$ cat config.mk
export PLATFORM = sky130hd
export DESIGN_NAME = fifo_burst_reader
export DESIGN_NICKNAME = d
export VERILOG_FILES = /design/src/rtl/fifo_burst_reader_pkg.sv /design/src/rtl/fifo_burst_reader_skid.sv /design/src/rtl/fifo_burst_reader.sv
export SDC_FILE = /design/constraint.sdc
export NUM_CORES = 1
export LEC_CHECK = 0
export CAP_MARGIN = 15
export CORE_UTILIZATION = 35
export CTS_CLUSTER_SIZE = 16
export DETAILED_ROUTE_END_ITERATION = 8
export GPL_ROUTABILITY_DRIVEN = 0
export GPL_TIMING_DRIVEN = 0
export PLACE_DENSITY = 0.58
export SLEW_MARGIN = 20
export SYNTH_ARGS = -nofsm -noshare
export SYNTH_HDL_FRONTEND = slang
export SYNTH_HIERARCHICAL = 1
export SYNTH_SLANG_ARGS = --single-unit
$ cat constraint.sdc
create_clock -name CLK -period 5.7 [get_ports CLK]
set_input_delay 1.14 -clock CLK [delete_from_list [all_inputs] [get_ports CLK]]
set_output_delay 1.14 -clock CLK [all_outputs]
set_load 0.03 [all_outputs]
$ cat src/rtl/fifo_burst_reader_pkg.sv
// Shared types and sizing for the FiFo burst reader and its skid buffer.
package fifo_burst_reader_pkg;

    typedef enum logic [1:0] {
        IDLE     = 2'd0,
        ISSUE    = 2'd1,
        FLUSH    = 2'd2,
        COMPLETE = 2'd3
    } state_t;

    localparam int SKID_DEPTH = 3;
    localparam int SKID_PTR_W = $clog2(SKID_DEPTH);
    localparam int SKID_CNT_W = $clog2(SKID_DEPTH + 1);

    function automatic logic [SKID_PTR_W-1:0] skid_next_ptr(input logic [SKID_PTR_W-1:0] ptr);
        return (ptr == SKID_PTR_W'(SKID_DEPTH - 1)) ? '0 : SKID_PTR_W'(ptr + 1'b1);
    endfunction

endpackage

$ cat src/rtl/fifo_burst_reader_skid.sv
// Three-entry data+last buffer; the head entry drives the downstream stream.
module fifo_burst_reader_skid
    import fifo_burst_reader_pkg::*;
#(
    parameter int DATA_WIDTH = 32
) (
    input  logic                  clk,
    input  logic                  rst,
    input  logic                  push,
    input  logic [DATA_WIDTH-1:0] push_data,
    input  logic                  push_last,
    input  logic                  pop,
    output logic [DATA_WIDTH-1:0] head_data,
    output logic                  head_last,
    output logic [SKID_CNT_W-1:0] count
);

    logic [DATA_WIDTH-1:0] data_mem [SKID_DEPTH];
    logic [SKID_DEPTH-1:0] last_mem;
    logic [SKID_PTR_W-1:0] wr_ptr;
    logic [SKID_PTR_W-1:0] rd_ptr;
    logic                  do_push;
    logic                  do_pop;

    assign do_pop  = pop && (count != '0);
    // A push into a full buffer is only legal when the head leaves in the same cycle.
    assign do_push = push && ((count != SKID_CNT_W'(SKID_DEPTH)) || do_pop);

    always_ff @(posedge clk or posedge rst) begin
        if (rst) begin
            for (int i = 0; i < SKID_DEPTH; i++) data_mem[i] <= '0;
            last_mem <= '0;
            wr_ptr   <= '0;
            rd_ptr   <= '0;
            count    <= '0;
        end else begin
            if (do_push) begin
                data_mem[wr_ptr] <= push_data;
                last_mem[wr_ptr] <= push_last;
                wr_ptr           <= skid_next_ptr(wr_ptr);
            end
            if (do_pop) rd_ptr <= skid_next_ptr(rd_ptr);
            case ({do_push, do_pop})
                2'b10:   count <= SKID_CNT_W'(count + 1'b1);
                2'b01:   count <= SKID_CNT_W'(count - 1'b1);
                default: count <= count;
            endcase
        end
    end

    assign head_data = data_mem[rd_ptr];
    assign head_last = last_mem[rd_ptr];

endmodule

$ cat src/rtl/fifo_burst_reader.sv
// Drains LENGTH words from a FiFo read port onto a valid/ready stream with a last marker.
module fifo_burst_reader
    import fifo_burst_reader_pkg::*;
#(
    parameter int DATA_WIDTH = 32,
    parameter int LEN_WIDTH  = 16
) (
    input  logic                  CLK,
    input  logic                  RST,
    input  logic                  START,
    input  logic [LEN_WIDTH-1:0]  LENGTH,
    output logic                  BUSY,
    output logic                  DONE,
    output logic                  FIFO_nRE,
    input  logic [DATA_WIDTH-1:0] FIFO_DOUT,
    input  logic                  FIFO_EMPTY,
    output logic                  O_VALID,
    input  logic                  O_READY,
    output logic [DATA_WIDTH-1:0] O_DATA,
    output logic                  O_LAST
);

    state_t                state;
    state_t                next_state;
    logic [LEN_WIDTH-1:0]  issue_remaining;
    logic                  inflight;
    logic                  inflight_last;
    logic                  pop;
    logic                  accept;
    logic                  final_pop;
    logic                  head_last;
    logic [SKID_CNT_W-1:0] skid_count;

    // Pop decision uses registered state only, so O_READY never reaches FIFO_nRE.
    assign pop = (state == ISSUE) && !FIFO_EMPTY && (issue_remaining != '0) &&
                 ((3'(skid_count) + 3'(inflight)) < 3'(SKID_DEPTH));
    assign final_pop = pop && (issue_remaining == LEN_WIDTH'(1));
    assign accept    = O_VALID && O_READY;

    always_ff @(posedge CLK or posedge RST) begin
        if (RST) state <= IDLE;
        else     state <= next_state;
    end

    always_comb begin
        next_state = state;
        case (state)
            IDLE:     if (START) next_state = (LENGTH == '0) ? COMPLETE : ISSUE;
            ISSUE:    if (final_pop) next_state = FLUSH;
            FLUSH:    if (accept && O_LAST) next_state = COMPLETE;
            COMPLETE: next_state = IDLE;
            default:  next_state = IDLE;
        endcase
    end

    always_comb begin
        DONE     = (state == COMPLETE);
        FIFO_nRE = !pop;
    end

    always_ff @(posedge CLK or posedge RST) begin
        if (RST) begin
            BUSY            <= 1'b0;
            issue_remaining <= '0;
            inflight        <= 1'b0;
            inflight_last   <= 1'b0;
        end else begin
            BUSY          <= (next_state != IDLE);
            inflight      <= pop;
            inflight_last <= final_pop;
            if (state == IDLE && START)
                issue_remaining <= LENGTH;
            else if (pop && issue_remaining != '0)
                issue_remaining <= LEN_WIDTH'(issue_remaining - 1'b1);
        end
    end

    fifo_burst_reader_skid #(
        .DATA_WIDTH(DATA_WIDTH)
    ) u_skid (
        .clk       (CLK),
        .rst       (RST),
        .push      (inflight),
        .push_data (FIFO_DOUT),
        .push_last (inflight_last),
        .pop       (accept),
        .head_data (O_DATA),
        .head_last (head_last),
        .count     (skid_count)
    );

    assign O_VALID = (skid_count != '0);
    assign O_LAST  = O_VALID && head_last;

endmodule

# After elaboration in Yosys (flattened, before gate mapping)
# Index checks and enable logic that the tools add are counted.
[op_classes] n_eq_ne=9 add_sub_neg=6 mux=21 reduce_logical=23 n_lt_le_gt_ge=7 n_bitwise=2
[op_table] op="$bwmux W96" n=1
[op_table] op="$mux W32" n=3
[op_table] op="$bmux W32 S2" n=1
[op_table] op="$demux W32 S2" n=1
[op_table] op="$mux W16" n=2
[op_table] op="$eq A16 B1 Y1 const B" n=1
[op_table] op="$logic_not A16 Y1" n=1
[op_table] op="$reduce_bool A16 Y1" n=1
[op_table] op="$sub A16 B1 Y16 const B" n=1
[op_table] op="$logic_and A1 B1 Y1" n=13
[op_table] op="$mux W2" n=6
[op_table] op="$eq A2 B2 Y1 const B" n=5
[op_table] op="$pmux W2 S4" n=1
[op_table] op="$reduce_bool A2 Y1" n=4
[op_table] op="$add A2 B1 Y2 const B" n=3
[op_table] op="$ge A3 B3 Y1 const B" n=2
[op_table] op="$lt A2 B3 Y1 const B" n=2
[op_table] op="$not A2 Y3" n=2
[op_table] op="$eq A2 B1 Y1 const B" n=2
[op_table] op="$pmux W2 S2" n=1
[op_table] op="$add A2 B1 Y3" n=1
[op_table] op="$bwmux W3" n=1
[op_table] op="$lt A3 B1 Y1 const B" n=1
[op_table] op="$lt A3 B2 Y1 const B" n=1
[op_table] op="9 further kinds" n=11
[totals] wordCells=80 ff_bits=126 inputBits=53 out_inout_bits=37

# Logic depth before layout (Yosys ltp)
[depth] ltp_word=8 ltp_mapped=9 mapped_depth_nobuf=8

# Hierarchy
# The synthesis kept the hierarchy.
[modules_own_cells] module="fifo_burst_reader_skid" n_inst=1 seq_area_each_um2=2627.5 cells_per_inst=349 area_each_um2=4700.8
[modules_own_cells] module="fifo_burst_reader" n_inst=1 seq_area_each_um2=525.5 cells_per_inst=143 area_each_um2=1327.5

# Least setup slack after synthesis
# OpenSTA, ideal clock, no wires.
[synth_timing] path_kind="input -> output" from="input FIFO_EMPTY" to="output FIFO_nRE" path_stages=4 t_required_ns=4.560 slack_ns=2.620 arrival_time_ns=1.940 n_path_buf=1 path_cell_list="nor4b_2 and2_1 o21ai_2 buf_4"
[synth_via] elab_chain_cells=5
[synth_rtl] element="start: declaration" line="fifo_burst_reader.sv:16" rtl="input logic FIFO_EMPTY,"
[synth_rtl] element="$logic_not A1 Y1" line="fifo_burst_reader.sv:35" rtl="assign pop = (state == ISSUE) && !FIFO_EMPTY && (issue_remaining != '0) &&"
[synth_rtl] element="$logic_and A1 B1 Y1 (3 in series)" line="fifo_burst_reader.sv:35"
[synth_rtl] element="$logic_not A1 Y1" line="fifo_burst_reader.sv:58" rtl="FIFO_nRE = !pop;"
[synth_rtl] element="end: declaration" line="fifo_burst_reader.sv:14" rtl="output logic FIFO_nRE,"
# Every way passes these cells.

# Worst setup path in the final report
# Ends and elaborated chain as after synthesis.

==> key figures <==
Detailed routing
  – Via count: ~4.3k
  – ANT nets after route: 0
  – Starting DRT DRC Count: around 170
  – WL final: 14600 um
  – Drt wl/cell: between 15 and 20 um
  – DR pass1 iterations: 4
  – Via density: roughly 5.1
  – DRC Markers: 0

Critical path
  – Worst-case reg-to-reg path depth: 7
  – Critical path type: input port to primary output
  – Setup crit end kind: primary output
  – Flop-to-flop setup slack: slightly above 3000 ps
  – FF-to-FF End: issue_remaining[2]
  – Crit path arrival time: slightly above 3000 ps
  – Max Fanout on Critical Path: 10
  – Worst R2R Start: u_skid/count[0]
  – Data required, critical path: 4560 ps
  – Crit start category: input port

Logic synthesis
  – Post-Syn Nets: 550
  – Count leader, synth: dfrtp_1
  – Post-synth top cells: dfrtp_1 (126), mux2_2 (93), nand2_1 (54)
  – Post-synthesis cell type count: 52
  – Synth top area share: roughly 52%
  – Most used DFF post-synth: dfrtp_1
  – Register bit total from synthesis: around 130
  – Area contributors post-synth: dfrtp_1 (52%), mux2_2 (17%), mux2i_1 (5.6%), nand2_1 (3.4%), o21ai_0 (2.2%)
  – Netlist Area Pre-Place: approximately 6000 sq um
  – Post-synth EDFFs: 0
  – Gate Count Post-Synth: 492
  – Yosys Warn Count: 6
  – Syn Area/Cell: between 10 and 15 sq um
  – Ys async rst share: 100%
  – Post-synthesis sequential area ratio: 52.3%
  – Synth area leader: dfrtp_1

Pwr
  – Comb pwr share: approximately 46%
  – Sw power: 1.93 mW
  – Share of power burned in registers: a little under a third
  – PnR Total Power: around 5.1 mW
  – VDD IR max: roughly 340 uV
  – Leakage: around 3.2 nW
  – Sw frac: 37.7%
  – Clock power frac: between 20 and 25%
  – Power Dens Cells: between 600 and 700 nW/um^2
  – Design internal power: around 3.2 mW

Worst hold path
  – WHS Path Cells: 1
  – Hold EP: u_skid/last_mem[1]
  – Min-delay src: u_skid/last_mem[1]
  – Min-Delay Path Class: flop to flop

Timing
  – Hold Vio Cnt, Final: 0
  – Fmax: ~0.24 GHz
  – Worst-Margin Slew: 842 ps
  – Slew HR: 43.8%
  – Skew final: between 3 and 4 ps
  – Period utilisation layout: approximately 74%
  – Slew Limit Fails: 0
  – RSZ-0062 raised after global routing: no
  – Final setup vio count: 0
  – Tmin final: ~4200 ps
  – Setup_tns: 0 ps

Die
  – # rows: 47
  – Die Y: 133 um
  – Die Width: between 100 and 150 um
  – Initial core utilization: between 30% and 40%
  – IO Pins: 90
  – Core Footprint: between 15000 and 20000 sq um
  – Die area: around 18000 sq um

Clocking
  – Worst-Skew Late Latency: between 400 and 500 ps
  – H-tree depth: 4
  – Clk slew on worst S/H paths: 60 ps
  – CTS Hold Bufs: 0
  – Post-CTS Setup Bufs: 0
  – CTS tree: yes
  – Clock Tree Buf Depth: 2
  – Post-cts sizing count: 0
  – CTS sink cnt: 126
  – Total CTS buffers: 17
  – CTS Root Cell: clkbuf_16

Final layout
  – Area grow syn2layout: 30.4%
  – Ant. Diodes: 0
  – Nets: ~660
  – Fraction of final layout cells sized beyond drive strength 1: between 20% and 30%

Placed design
  – PortBufs: 89
  – DP Wirelength: 10100 um

Global route
  – Initial antenna violation count: 0
  – Vias in the first global route: 4542
  – First-pass GRT wire length: around 24000 um
  – Largest net degree at the start of global routing: between 80 and 90
  – Total Routing Usage GR: 17.6%
  – Gr ovfl total: 0

Run
  – Max Cap Viol: 0

Run status
  – Status: finished clean
cell families (layout without fill, tap and decap cells):
group	after synthesis	after routing	synth area share, %
AOI/OAI and AO/OA	68	68	7.10
xor gates and xnor gates	9	9	1.31
adders and majority gates	5	5	1.04
buffers and inverters	32	154	3.07
DFF	126	126	52.3
muxes	133	133	24.1
and+or+nand+nor	119	119	11.0
power by group through the flow:
stage | Clock [mW] | Sequential, mW | Combinational (mW)
floorplan | 0 | 1.53 | 1.65
global route | 1.22 | 1.66 | 2.55
finish | 1.15 | 1.60 | 2.37
global placement | 0 | 1.58 | 2.35
detailed placement | 0 | 1.61 | 2.40
CTS | 1.18 | 1.60 | 2.40
placed cells by master, fill, tap and decap left out, types with 8 or more instances in the layout:
cell type,count
clkbuf_1,11
clkbuf_16,17
clkdlybuf4s50_1,89
dfrtp_1,126
inv_6,8
mux2_2,93
mux2i_1,34
nand2_1,54
nor2_1,13
nor4_1,9
o21ai_0,27
o22ai_1,13
xnor2_1,8
area by class of cell:
| cell class | instances | area (sq um) |
|---|---|---|
| Tap cell | 220 | 275 |
| Buffer | 25 | 159 |
| Clock buffer | 18 | 429 |
| Multi-Input combinational cell | 334 | 2690 |
| Fill cell | 1540 | 8840 |
| Clock inverter | 14 | 204 |
| Timing Repair Buffer | 90 | 918 |
| Sequential cell | 126 | 3150 |
| Inverter | 7 | 31.3 |
layer usage:
metal  routed length, um  vias up  global-route usage [%]
met4                 161        0                    5.81
li1                    -     2011                       -
met3                 579       13                    3.84
met1                6770     2158                    22.9
met5                   0        -                       0
met2                7070       94                    29.0
sequential cells by signal, indices dropped and copies added, names as in the netlist, 2 cells and up:
register and flops:
u_skid/count 2, u_skid/rd_ptr 2, state 2, u_skid/data_mem 96, u_skid/last_mem 3, issue_remaining 16, u_skid/wr_ptr 2
worst max-delay path, cell delays in order:
cell	delay, ps
clkdlybuf4s50_1	430
nor4b_2	410
and2_1	250
o21ai_2	90
buf_4	180
clkdlybuf4s50_1	590
how the worst max path moves through the flow:
stage | from | to | slack (ps)
final | FIFO_EMPTY | FIFO_nRE | 1470
after global routing | issue_remaining[0] | FIFO_nRE | 1230
after CTS | FIFO_EMPTY | FIFO_nRE | 1460
after detailed placement | FIFO_EMPTY | FIFO_nRE | 1450
after global placement | RST | u_skid/data_mem[44] | 330
after floorplan | RST | u_skid/count[0] | 1800
metrics by stage:
step                      cell area [sq um]  instances  hold WS (ps)  worst slack, ps  utilization, %
after floorplan                        6030        492           458             1800               -
after global placement                 7190        801           467              330            43.1
after detailed placement               7230        802           478             1450            43.3
after CTS                              7860        834           491             1460            47.1
after global routing                   7860        834           508             1230            47.1
final                                  7860        834           489             1470            47.1
(Power assumes the default switching activity.)
